$ cat config.mk
export PLATFORM = sky130hd
export DESIGN_NAME = axi4_lite_timer_flat
export DESIGN_NICKNAME = d
export VERILOG_FILES = /design/src/rtl/axi4_lite_timer_pkg.sv /design/src/rtl/axi4_lite_timer_if.sv /design/src/rtl/axi4_lite_timer_core.sv /design/src/rtl/axi4_lite_timer.sv /design/src/flat_wrapper.sv
export SDC_FILE = /design/constraint.sdc
export NUM_CORES = 1
export LEC_CHECK = 0
export ABC_CLOCK_PERIOD_IN_PS = 4800
export BUFFER_PORTS_ARGS = -buffer_cell sky130_fd_sc_hd__buf_4
export CAP_MARGIN = 20
export CORE_UTILIZATION = 31
export DETAILED_ROUTE_END_ITERATION = 6
export HOLD_SLACK_MARGIN = 0.12
export PLACE_DENSITY = 0.59
export SLEW_MARGIN = 20
export SYNTH_ARGS = -nofsm -noshare
export SYNTH_HDL_FRONTEND = slang
export SYNTH_SLANG_ARGS = --single-unit
$ cat constraint.sdc
create_clock -name clk -period 4.8 [get_ports clk]
set_input_delay 0.48 -clock clk [delete_from_list [all_inputs] [get_ports clk]]
set_output_delay 0.48 -clock clk [all_outputs]
set_load 0.03 [all_outputs]
$ cat src/rtl/axi4_lite_timer_pkg.sv
// Timer slave constants: register offsets, response codes, bus FSM states
// and the register-write request handed from the bus logic to the core.
package axi4_lite_timer_pkg;

  // Interconnect slot for this slave
  localparam int          TIMER_SLAVE_NUM = 3;
  localparam logic [31:0] TIMER_BASE      = 32'h4000_1000;
  localparam logic [31:0] TIMER_MASK      = 32'hFFFF_FFE0;

  // Register byte offsets
  localparam logic [4:0] TIMER_CTRL_OFF     = 5'h00;
  localparam logic [4:0] TIMER_STATUS_OFF   = 5'h04;
  localparam logic [4:0] TIMER_COUNT_OFF    = 5'h08;
  localparam logic [4:0] TIMER_COMPARE_OFF  = 5'h0C;
  localparam logic [4:0] TIMER_PRESCALE_OFF = 5'h10;

  // Word indices as decoded from addr[4:2]
  localparam logic [2:0] IDX_CTRL     = TIMER_CTRL_OFF[4:2];
  localparam logic [2:0] IDX_STATUS   = TIMER_STATUS_OFF[4:2];
  localparam logic [2:0] IDX_COUNT    = TIMER_COUNT_OFF[4:2];
  localparam logic [2:0] IDX_COMPARE  = TIMER_COMPARE_OFF[4:2];
  localparam logic [2:0] IDX_PRESCALE = TIMER_PRESCALE_OFF[4:2];

  localparam logic [1:0] RESP_OKAY   = 2'b00;
  localparam logic [1:0] RESP_SLVERR = 2'b10;

  typedef enum logic {W_IDLE = 1'b0, W_RESP = 1'b1} wr_state_t;
  typedef enum logic {R_IDLE = 1'b0, R_RESP = 1'b1} rd_state_t;

  // One accepted register write, valid for exactly the acceptance cycle
  typedef struct packed {
    logic        en;
    logic [2:0]  idx;
    logic [31:0] data;
    logic [3:0]  strb;
  } reg_wr_t;

  function automatic logic idx_mapped(input logic [2:0] idx);
    return idx <= IDX_PRESCALE;
  endfunction

  function automatic logic [31:0] merge_bytes(input logic [31:0] old,
                                              input logic [31:0] data,
                                              input logic [3:0]  strb);
    logic [31:0] res;
    res = old;
    for (int b = 0; b < 4; b++)
      if (strb[b]) res[8*b +: 8] = data[8*b +: 8];
    return res;
  endfunction

endpackage

$ cat src/rtl/axi4_lite_timer_if.sv
// AXI4-Lite bus bundle for the timer slave port.
interface axi4_lite_timer_if #(
  parameter int ADDR_WIDTH = 32,
  parameter int DATA_WIDTH = 32
);
  logic [ADDR_WIDTH-1:0]   awaddr;
  logic                    awvalid, awready;
  logic [DATA_WIDTH-1:0]   wdata;
  logic [DATA_WIDTH/8-1:0] wstrb;
  logic                    wvalid, wready;
  logic [1:0]              bresp;
  logic                    bvalid, bready;
  logic [ADDR_WIDTH-1:0]   araddr;
  logic                    arvalid, arready;
  logic [DATA_WIDTH-1:0]   rdata;
  logic [1:0]              rresp;
  logic                    rvalid, rready;

  modport master (
    output awaddr, awvalid, wdata, wstrb, wvalid, bready, araddr, arvalid, rready,
    input  awready, wready, bresp, bvalid, arready, rdata, rresp, rvalid
  );

  modport slave (
    input  awaddr, awvalid, wdata, wstrb, wvalid, bready, araddr, arvalid, rready,
    output awready, wready, bresp, bvalid, arready, rdata, rresp, rvalid
  );
endinterface

$ cat src/rtl/axi4_lite_timer_core.sv
// Timer datapath: CTRL, STATUS match flag, COUNT, COMPARE, PRESCALE and the
// prescale counter. Register writes arrive as one-cycle requests.
module axi4_lite_timer_core
  import axi4_lite_timer_pkg::*;
(
  input  logic        clk,
  input  logic        rst,
  input  reg_wr_t     wr,
  output logic [2:0]  ctrl,
  output logic        match_flag,
  output logic [31:0] count,
  output logic [31:0] compare,
  output logic [15:0] prescale
);

  logic [2:0]  ctrl_q, ctrl_d;
  logic        flag_q, flag_d;
  logic [31:0] count_q, count_d;
  logic [31:0] compare_q, compare_d;
  logic [15:0] prescale_q, prescale_d;
  logic [15:0] pcnt_q, pcnt_d;
  logic        tick, hit;

  // ctrl[0]=enable, ctrl[1]=auto_reload, ctrl[2]=irq_en
  assign tick = ctrl_q[0] && (pcnt_q == prescale_q);
  assign hit  = tick && (count_q == compare_q);

  // Next-state: counting first, then software writes override, match set last
  always_comb begin
    ctrl_d     = ctrl_q;
    flag_d     = flag_q;
    count_d    = count_q;
    compare_d  = compare_q;
    prescale_d = prescale_q;
    pcnt_d     = (!ctrl_q[0] || tick) ? 16'd0 : pcnt_q + 16'd1;
    if (tick) count_d = (hit && ctrl_q[1]) ? 32'd0 : count_q + 32'd1;
    if (wr.en) begin
      case (wr.idx)
        IDX_CTRL:    if (wr.strb[0]) ctrl_d = wr.data[2:0];
        IDX_STATUS:  if (wr.strb[0] && wr.data[0]) flag_d = 1'b0;
        IDX_COUNT:   count_d   = merge_bytes(count_q, wr.data, wr.strb);
        IDX_COMPARE: compare_d = merge_bytes(compare_q, wr.data, wr.strb);
        IDX_PRESCALE: begin
          if (wr.strb[0]) prescale_d[7:0]  = wr.data[7:0];
          if (wr.strb[1]) prescale_d[15:8] = wr.data[15:8];
          pcnt_d = 16'd0;
        end
        default: ;
      endcase
    end
    if (hit) flag_d = 1'b1;
  end

  // Register state
  always_ff @(posedge clk or posedge rst) begin
    if (rst) begin
      ctrl_q     <= '0;
      flag_q     <= 1'b0;
      count_q    <= '0;
      compare_q  <= '0;
      prescale_q <= '0;
      pcnt_q     <= '0;
    end else begin
      ctrl_q     <= ctrl_d;
      flag_q     <= flag_d;
      count_q    <= count_d;
      compare_q  <= compare_d;
      prescale_q <= prescale_d;
      pcnt_q     <= pcnt_d;
    end
  end

  assign ctrl       = ctrl_q;
  assign match_flag = flag_q;
  assign count      = count_q;
  assign compare    = compare_q;
  assign prescale   = prescale_q;

endmodule

$ cat src/rtl/axi4_lite_timer.sv
// AXI4-Lite timer/compare slave: independent write and read responders in
// front of the timer core, plus the level interrupt.
module axi4_lite_timer
  import axi4_lite_timer_pkg::*;
#(
  parameter int ADDR_WIDTH = 32,
  parameter int DATA_WIDTH = 32
) (
  input  logic              clk,
  input  logic              rst,
  axi4_lite_timer_if.slave  bus,
  output logic              irq
);

  wr_state_t             w_state_q;
  rd_state_t             r_state_q;
  logic                  bvalid_q, rvalid_q;
  logic [1:0]            bresp_q, rresp_q;
  logic [DATA_WIDTH-1:0] rdata_q, rd_val;
  logic [2:0]            aw_idx, ar_idx;
  logic                  aw_hs, ar_hs;
  reg_wr_t               reg_wr;

  logic [2:0]  ctrl;
  logic        match_flag;
  logic [31:0] count, compare;
  logic [15:0] prescale;

  // Upper address bits were already decoded by the interconnect
  logic unused_addr;
  assign unused_addr = ^{bus.awaddr[ADDR_WIDTH-1:5], bus.awaddr[1:0],
                         bus.araddr[ADDR_WIDTH-1:5], bus.araddr[1:0]};

  assign aw_idx = bus.awaddr[4:2];
  assign ar_idx = bus.araddr[4:2];

  // Address and data are only ever taken together; readies drop during reset
  assign aw_hs       = (w_state_q == W_IDLE) && bus.awvalid && bus.wvalid && !rst;
  assign bus.awready = aw_hs;
  assign bus.wready  = aw_hs;
  assign bus.arready = (r_state_q == R_IDLE) && !rst;
  assign ar_hs       = bus.arready && bus.arvalid;

  assign reg_wr.en   = aw_hs && idx_mapped(aw_idx);
  assign reg_wr.idx  = aw_idx;
  assign reg_wr.data = bus.wdata;
  assign reg_wr.strb = bus.wstrb;

  axi4_lite_timer_core u_core (
    .clk        (clk),
    .rst        (rst),
    .wr         (reg_wr),
    .ctrl       (ctrl),
    .match_flag (match_flag),
    .count      (count),
    .compare    (compare),
    .prescale   (prescale)
  );

  // Read data mux over the pre-edge register state
  always_comb begin
    rd_val = '0;
    case (ar_idx)
      IDX_CTRL:     rd_val[2:0]  = ctrl;
      IDX_STATUS:   rd_val[0]    = match_flag;
      IDX_COUNT:    rd_val       = count;
      IDX_COMPARE:  rd_val       = compare;
      IDX_PRESCALE: rd_val[15:0] = prescale;
      default:      rd_val       = '0;
    endcase
  end

  // Write responder: accept AW+W, hold B until bready
  always_ff @(posedge clk or posedge rst) begin
    if (rst) begin
      w_state_q <= W_IDLE;
      bvalid_q  <= 1'b0;
      bresp_q   <= RESP_OKAY;
    end else begin
      case (w_state_q)
        W_IDLE: if (aw_hs) begin
          bvalid_q  <= 1'b1;
          bresp_q   <= idx_mapped(aw_idx) ? RESP_OKAY : RESP_SLVERR;
          w_state_q <= W_RESP;
        end
        W_RESP: if (bus.bready) begin
          bvalid_q  <= 1'b0;
          w_state_q <= W_IDLE;
        end
        default: w_state_q <= W_IDLE;
      endcase
    end
  end

  // Read responder: capture data on AR, hold R until rready
  always_ff @(posedge clk or posedge rst) begin
    if (rst) begin
      r_state_q <= R_IDLE;
      rvalid_q  <= 1'b0;
      rresp_q   <= RESP_OKAY;
      rdata_q   <= '0;
    end else begin
      case (r_state_q)
        R_IDLE: if (ar_hs) begin
          rvalid_q  <= 1'b1;
          rresp_q   <= idx_mapped(ar_idx) ? RESP_OKAY : RESP_SLVERR;
          rdata_q   <= rd_val;
          r_state_q <= R_RESP;
        end
        R_RESP: if (bus.rready) begin
          rvalid_q  <= 1'b0;
          r_state_q <= R_IDLE;
        end
        default: r_state_q <= R_IDLE;
      endcase
    end
  end

  assign bus.bvalid = bvalid_q;
  assign bus.bresp  = bresp_q;
  assign bus.rvalid = rvalid_q;
  assign bus.rresp  = rresp_q;
  assign bus.rdata  = rdata_q;

  assign irq = match_flag && ctrl[2];

endmodule

$ cat src/flat_wrapper.sv
// flat-port wrapper written by rule: the top's interface ports become plain ports
module axi4_lite_timer_flat import axi4_lite_timer_pkg::*;
#(
  parameter int ADDR_WIDTH = 32,
  parameter int DATA_WIDTH = 32
)
  (clk, rst, irq, bus_awaddr, bus_awvalid, bus_wdata, bus_wstrb, bus_wvalid, bus_bready, bus_araddr, bus_arvalid, bus_rready, bus_awready, bus_wready, bus_bresp, bus_bvalid, bus_arready, bus_rdata, bus_rresp, bus_rvalid);
  axi4_lite_timer_if #(.ADDR_WIDTH(ADDR_WIDTH), .DATA_WIDTH(DATA_WIDTH)) bus_i ();
  input  logic clk;
  input  logic rst;
  output logic irq;
  input wire logic [$bits(bus_i.awaddr)-1:0] bus_awaddr;
  input wire logic [$bits(bus_i.awvalid)-1:0] bus_awvalid;
  input wire logic [$bits(bus_i.wdata)-1:0] bus_wdata;
  input wire logic [$bits(bus_i.wstrb)-1:0] bus_wstrb;
  input wire logic [$bits(bus_i.wvalid)-1:0] bus_wvalid;
  input wire logic [$bits(bus_i.bready)-1:0] bus_bready;
  input wire logic [$bits(bus_i.araddr)-1:0] bus_araddr;
  input wire logic [$bits(bus_i.arvalid)-1:0] bus_arvalid;
  input wire logic [$bits(bus_i.rready)-1:0] bus_rready;
  output wire logic [$bits(bus_i.awready)-1:0] bus_awready;
  output wire logic [$bits(bus_i.wready)-1:0] bus_wready;
  output wire logic [$bits(bus_i.bresp)-1:0] bus_bresp;
  output wire logic [$bits(bus_i.bvalid)-1:0] bus_bvalid;
  output wire logic [$bits(bus_i.arready)-1:0] bus_arready;
  output wire logic [$bits(bus_i.rdata)-1:0] bus_rdata;
  output wire logic [$bits(bus_i.rresp)-1:0] bus_rresp;
  output wire logic [$bits(bus_i.rvalid)-1:0] bus_rvalid;
  assign bus_i.awaddr = bus_awaddr;
  assign bus_i.awvalid = bus_awvalid;
  assign bus_i.wdata = bus_wdata;
  assign bus_i.wstrb = bus_wstrb;
  assign bus_i.wvalid = bus_wvalid;
  assign bus_i.bready = bus_bready;
  assign bus_i.araddr = bus_araddr;
  assign bus_i.arvalid = bus_arvalid;
  assign bus_i.rready = bus_rready;
  assign bus_awready = bus_i.awready;
  assign bus_wready = bus_i.wready;
  assign bus_bresp = bus_i.bresp;
  assign bus_bvalid = bus_i.bvalid;
  assign bus_arready = bus_i.arready;
  assign bus_rdata = bus_i.rdata;
  assign bus_rresp = bus_i.rresp;
  assign bus_rvalid = bus_i.rvalid;
  axi4_lite_timer #(.ADDR_WIDTH(ADDR_WIDTH), .DATA_WIDTH(DATA_WIDTH)) u_core (.clk(clk), .rst(rst), .bus(bus_i), .irq(irq));
endmodule
==> summary.md <==
| Metric | Value |
|---|---|
| Status | `finished clean` |
| Critical path startpoint | `rst` |
| Starting density of the core | `31.71%` |
| Cell Area, Synth | `~7500 um^2` |
| Setup violations, final | `0` |
| Die Span X | `157.2 um` |
| DRT Wirelength | `~20000 um` |
| Drt pass-1 iters | `5` |
| Clock power frac | `around 33%` |
| Clk buf depth | `2` |
| Global placement routability congestion | `0.8411` |
| Worst R2R End | `u_core.u_core.count[19]` |
| Mean Syn Cell Area | `10.09 um^2` |
| Dpl hpwl | `14730 um` |
| Crit path arrival time | `3.61 ns` |
| FF-to-FF Start | `u_core.u_core.count[10]` |
| DP Area | `between 8000 and 9000 um^2` |
| # nets final | `916` |
| Hold WC Path Type | `in -> reg` |
| # resized after CTS | `0` |
| Clock Skew | `0.007817 ns` |
| Port bufs | `between 80 and 90` |
| Buffers and inverters on the worst path | `6` |
| FILL cells | `about 2400` |
| Comb power frac | `22.4%` |
| Post-synth ARST share | `100.0%` |
| Fin util | `between 30 and 40%` |
| Worst skew pair latency | `0.42 ns` |
| Max FO, Critical Path | `16` |
| Final Hold Viols | `0` |
| Post-Syn Instances | `740` |
| Number of synthesis warnings | `0` |
| NetSw | `1.213 mW` |
| R2r setup slk | `1.68 ns` |
| CTS tree | `done` |
| Deepest level of the CTS H-tree | `4` |
| Row count | `56` |
| WS Path Type | `in -> reg` |
| Sequential area share after synthesis | `46.26%` |
| CP delay by family, top | `buffers and inverters` |
| CTS root buf | `clkbuf_16` |
| Area Overhead vs Synth | `19.49%` |
| CP peak stage delay | `around 0.7 ns` |
| Antenna-violating nets left | `0` |
| Slew HR | `a little under two fifths` |
| Critical-path cell list | `dlygate4sd3_1 > buf_4 > clkinvlp_4 > nand4_1 > inv_2 > nand2b_1 > nor3b_2 > buf_4 > a21oi_1 > buf_4 > o31ai_1 > o22ai_1` |
| Crit path to | `u_core.u_core.count[16]` |
| Clock Pin Slew Worst Setup and Hold Paths | `0.06 ns` |
| PwrDens | `406.0 nW/um^2` |
| Measured slew at the worst slew-check pin | `slightly above 0.9 ns` |
| CTS sink cnt | `138` |
| Max cap viols | `0` |
| Drt first-iter violations | `between 300 and 400` |
| Most frequent cells in the layout | `138 x dfrtp_1, 95 x buf_4, 75 x nand2_1, 63 x xor2_1, 50 x mux2_2` |
| Initial antenna violation count | `0` |
| Worst Path Required | `5.14 ns` |
| Residual DRC | `0` |
| Total die area | `24700 um^2` |
| CP Capture Type | `flip-flop` |
| Worst-case reg-to-reg path depth | `8` |
| Share of cells above drive strength 1 | `between 20 and 25%` |
| Cell variety after synth | `64` |
| Gr ovfl total | `0` |
| Post-route cell area | `about 8900 um^2` |
| First-pass GRT wire length | `31430 um` |
| Fmax | `305.9 MHz` |
| Vias | `5711` |
| RSZ-0062 raised after global routing | `no` |
| Largest net degree at the start of global routing | `76` |
| I/O pins | `149` |
| Final Critical Period | `roughly 3.3 ns` |
| P_leak | `4.110 nW` |
| Floorplan core area | `23540 um^2` |
| CP max stage cell | `a21oi_1` |
| VDD IR max | `0.1837 mV` |
| Cts bufs inserted | `17` |
| Via density | `5.018` |
| Sw Ratio | `approximately a third` |
| Sequential Power Share | `44.7%` |
| Final worst-path cycle share | `between 60% and 70%` |
| WL/cell | `17.79 um` |
| Most frequently used flop master after synthesis | `dfrtp_1` |
| Vias in the first global route | `5469` |
| Number of synthesized flops with an enable pin | `0` |
| Most common cell after layout, fill and taps aside | `dfrtp_1` |
| Setup_tns | `0 ns` |
| GRT Overall Usage | `17.02%` |
| Post-CTS Repair Setup Buffers | `0` |
| Int Pwr | `about 2.4 mW` |
| CP dominant cell by count | `buf_4` |
| Diode count | `0` |
| Final Max Slew Viols | `0` |
| Die Height | `157.2 um` |
| Crit. path cell count | `12` |
| Synth Register Bits | `138` |
| Startpoint types | `primary input` |
## registers in the layout, indices dropped and copies added, names as in the netlist, 3 cells and up
register	cells
u_core.u_core.prescale	16
u_core.u_core.count	32
u_core.bus.rdata	32
u_core.u_core.ctrl	3
u_core.u_core.compare	32
u_core.u_core.pcnt_q	16
## cell families after synthesis
family,share of synthesized area (%)
multiplexers,12.94
XOR/XNOR,8.666
buffers and inverters,4.190
AND/OR/NAND/NOR,16.26
adder cells (fa/ha/maj),0.3352
AO/OA/AOI/OAI,11.30
other,0.05024
flip-flops,46.26
## area by class of cell
type,count,area [um^2],area share (%)
Tap cell,319,399.1,4.475
Clock inverter,9,76.32,0.8557
Multi-Input combinational cell,534,3710,41.59
Clock buffer,22,444.2,4.980
Inverter,18,71.32,0.7996
Sequential cell,138,3453,38.72
Timing Repair Buffer,98,765.7,8.585
## power groups by stage
stage / Combinational, mW / Clock, mW / Sequential (mW)
6_report: 0.811 / 1.19 / 1.62
5_1_grt: 0.890 / 1.27 / 1.65
4_1_cts: 0.817 / 1.21 / 1.62
3_5_place_dp: 0.814 / 0 / 1.63
3_3_place_gp: 0.808 / 0 / 1.63
2_1_floorplan: 0.570 / 0 / 1.59
## timing repair
action / CTS / global route
endpoints found under the setup margin: 0 / 0
endpoints found under the hold margin: 11 / 0
hold buffers: 1 / 0
## worst min-delay path by stage
stage | start | end | depth (start not counted)
3_5_place_dp | u_core.w_state_q | u_core.bus.bvalid | 1
6_report | bus_bready | u_core.bus.bvalid | 2
2_1_floorplan | u_core.w_state_q | u_core.bus.bvalid | 1
4_1_cts | bus_bready | u_core.bus.bvalid | 2
5_1_grt | bus_bready | u_core.bus.bvalid | 2
3_3_place_gp | u_core.w_state_q | u_core.bus.bvalid | 1
## Yosys cell counts (all sizes together) (4+ instances only)
master	count	area share (%)
xor2	64	7.6
a21oi	25	1.7
a32oi	4	0.47
nor4	16	1.8
o31ai	18	1.8
o21ai	42	2.8
inv	18	0.91
a22oi	12	1.2
nand2	77	4.0
and2	9	0.80
clkbuf	37	2.0
mux2i	38	5.1
and3	10	0.84
buf	14	1.3
nor3	12	0.94
o22ai	6	0.50
xnor2	9	1.1
nor3b	4	0.40
nand3	27	1.8
o211ai	4	0.40
dfrtp	138	46
a21o	7	0.74
nand4	23	1.9
mux2	50	7.5
nor2	44	2.2
## stage by stage
stage / hold WS [ns] / setup WS [ns] / instances / total power, mW
floorplan: 0.4175 / 0.3906 / 741 / 2.157
global placement: 0.4252 / 1.637 / 1104 / 2.435
detailed placement: 0.4372 / 1.635 / 1105 / 2.447
CTS: 0.2255 / 1.475 / 1137 / 3.646
global route: 0.2275 / 1.253 / 1138 / 3.812
finish: 0.2389 / 1.531 / 1138 / 3.621
## metal layers
| metal | part of all wire [%] | wire length (um) | global-route usage, % | vias up |
|---|---|---|---|---|
| met4 | 1.8 | 371 | 5.918 | 0 |
| met2 | 44 | 8847 | 25.05 | 139 |
| li1 | - | - | - | 2780 |
| met5 | 0 | 0 | 0 | - |
| met3 | 5.8 | 1182 | 3.524 | 26 |
| met1 | 49 | 9840 | 24.49 | 2766 |
Note: power is estimated with default switching activity, not from simulation.
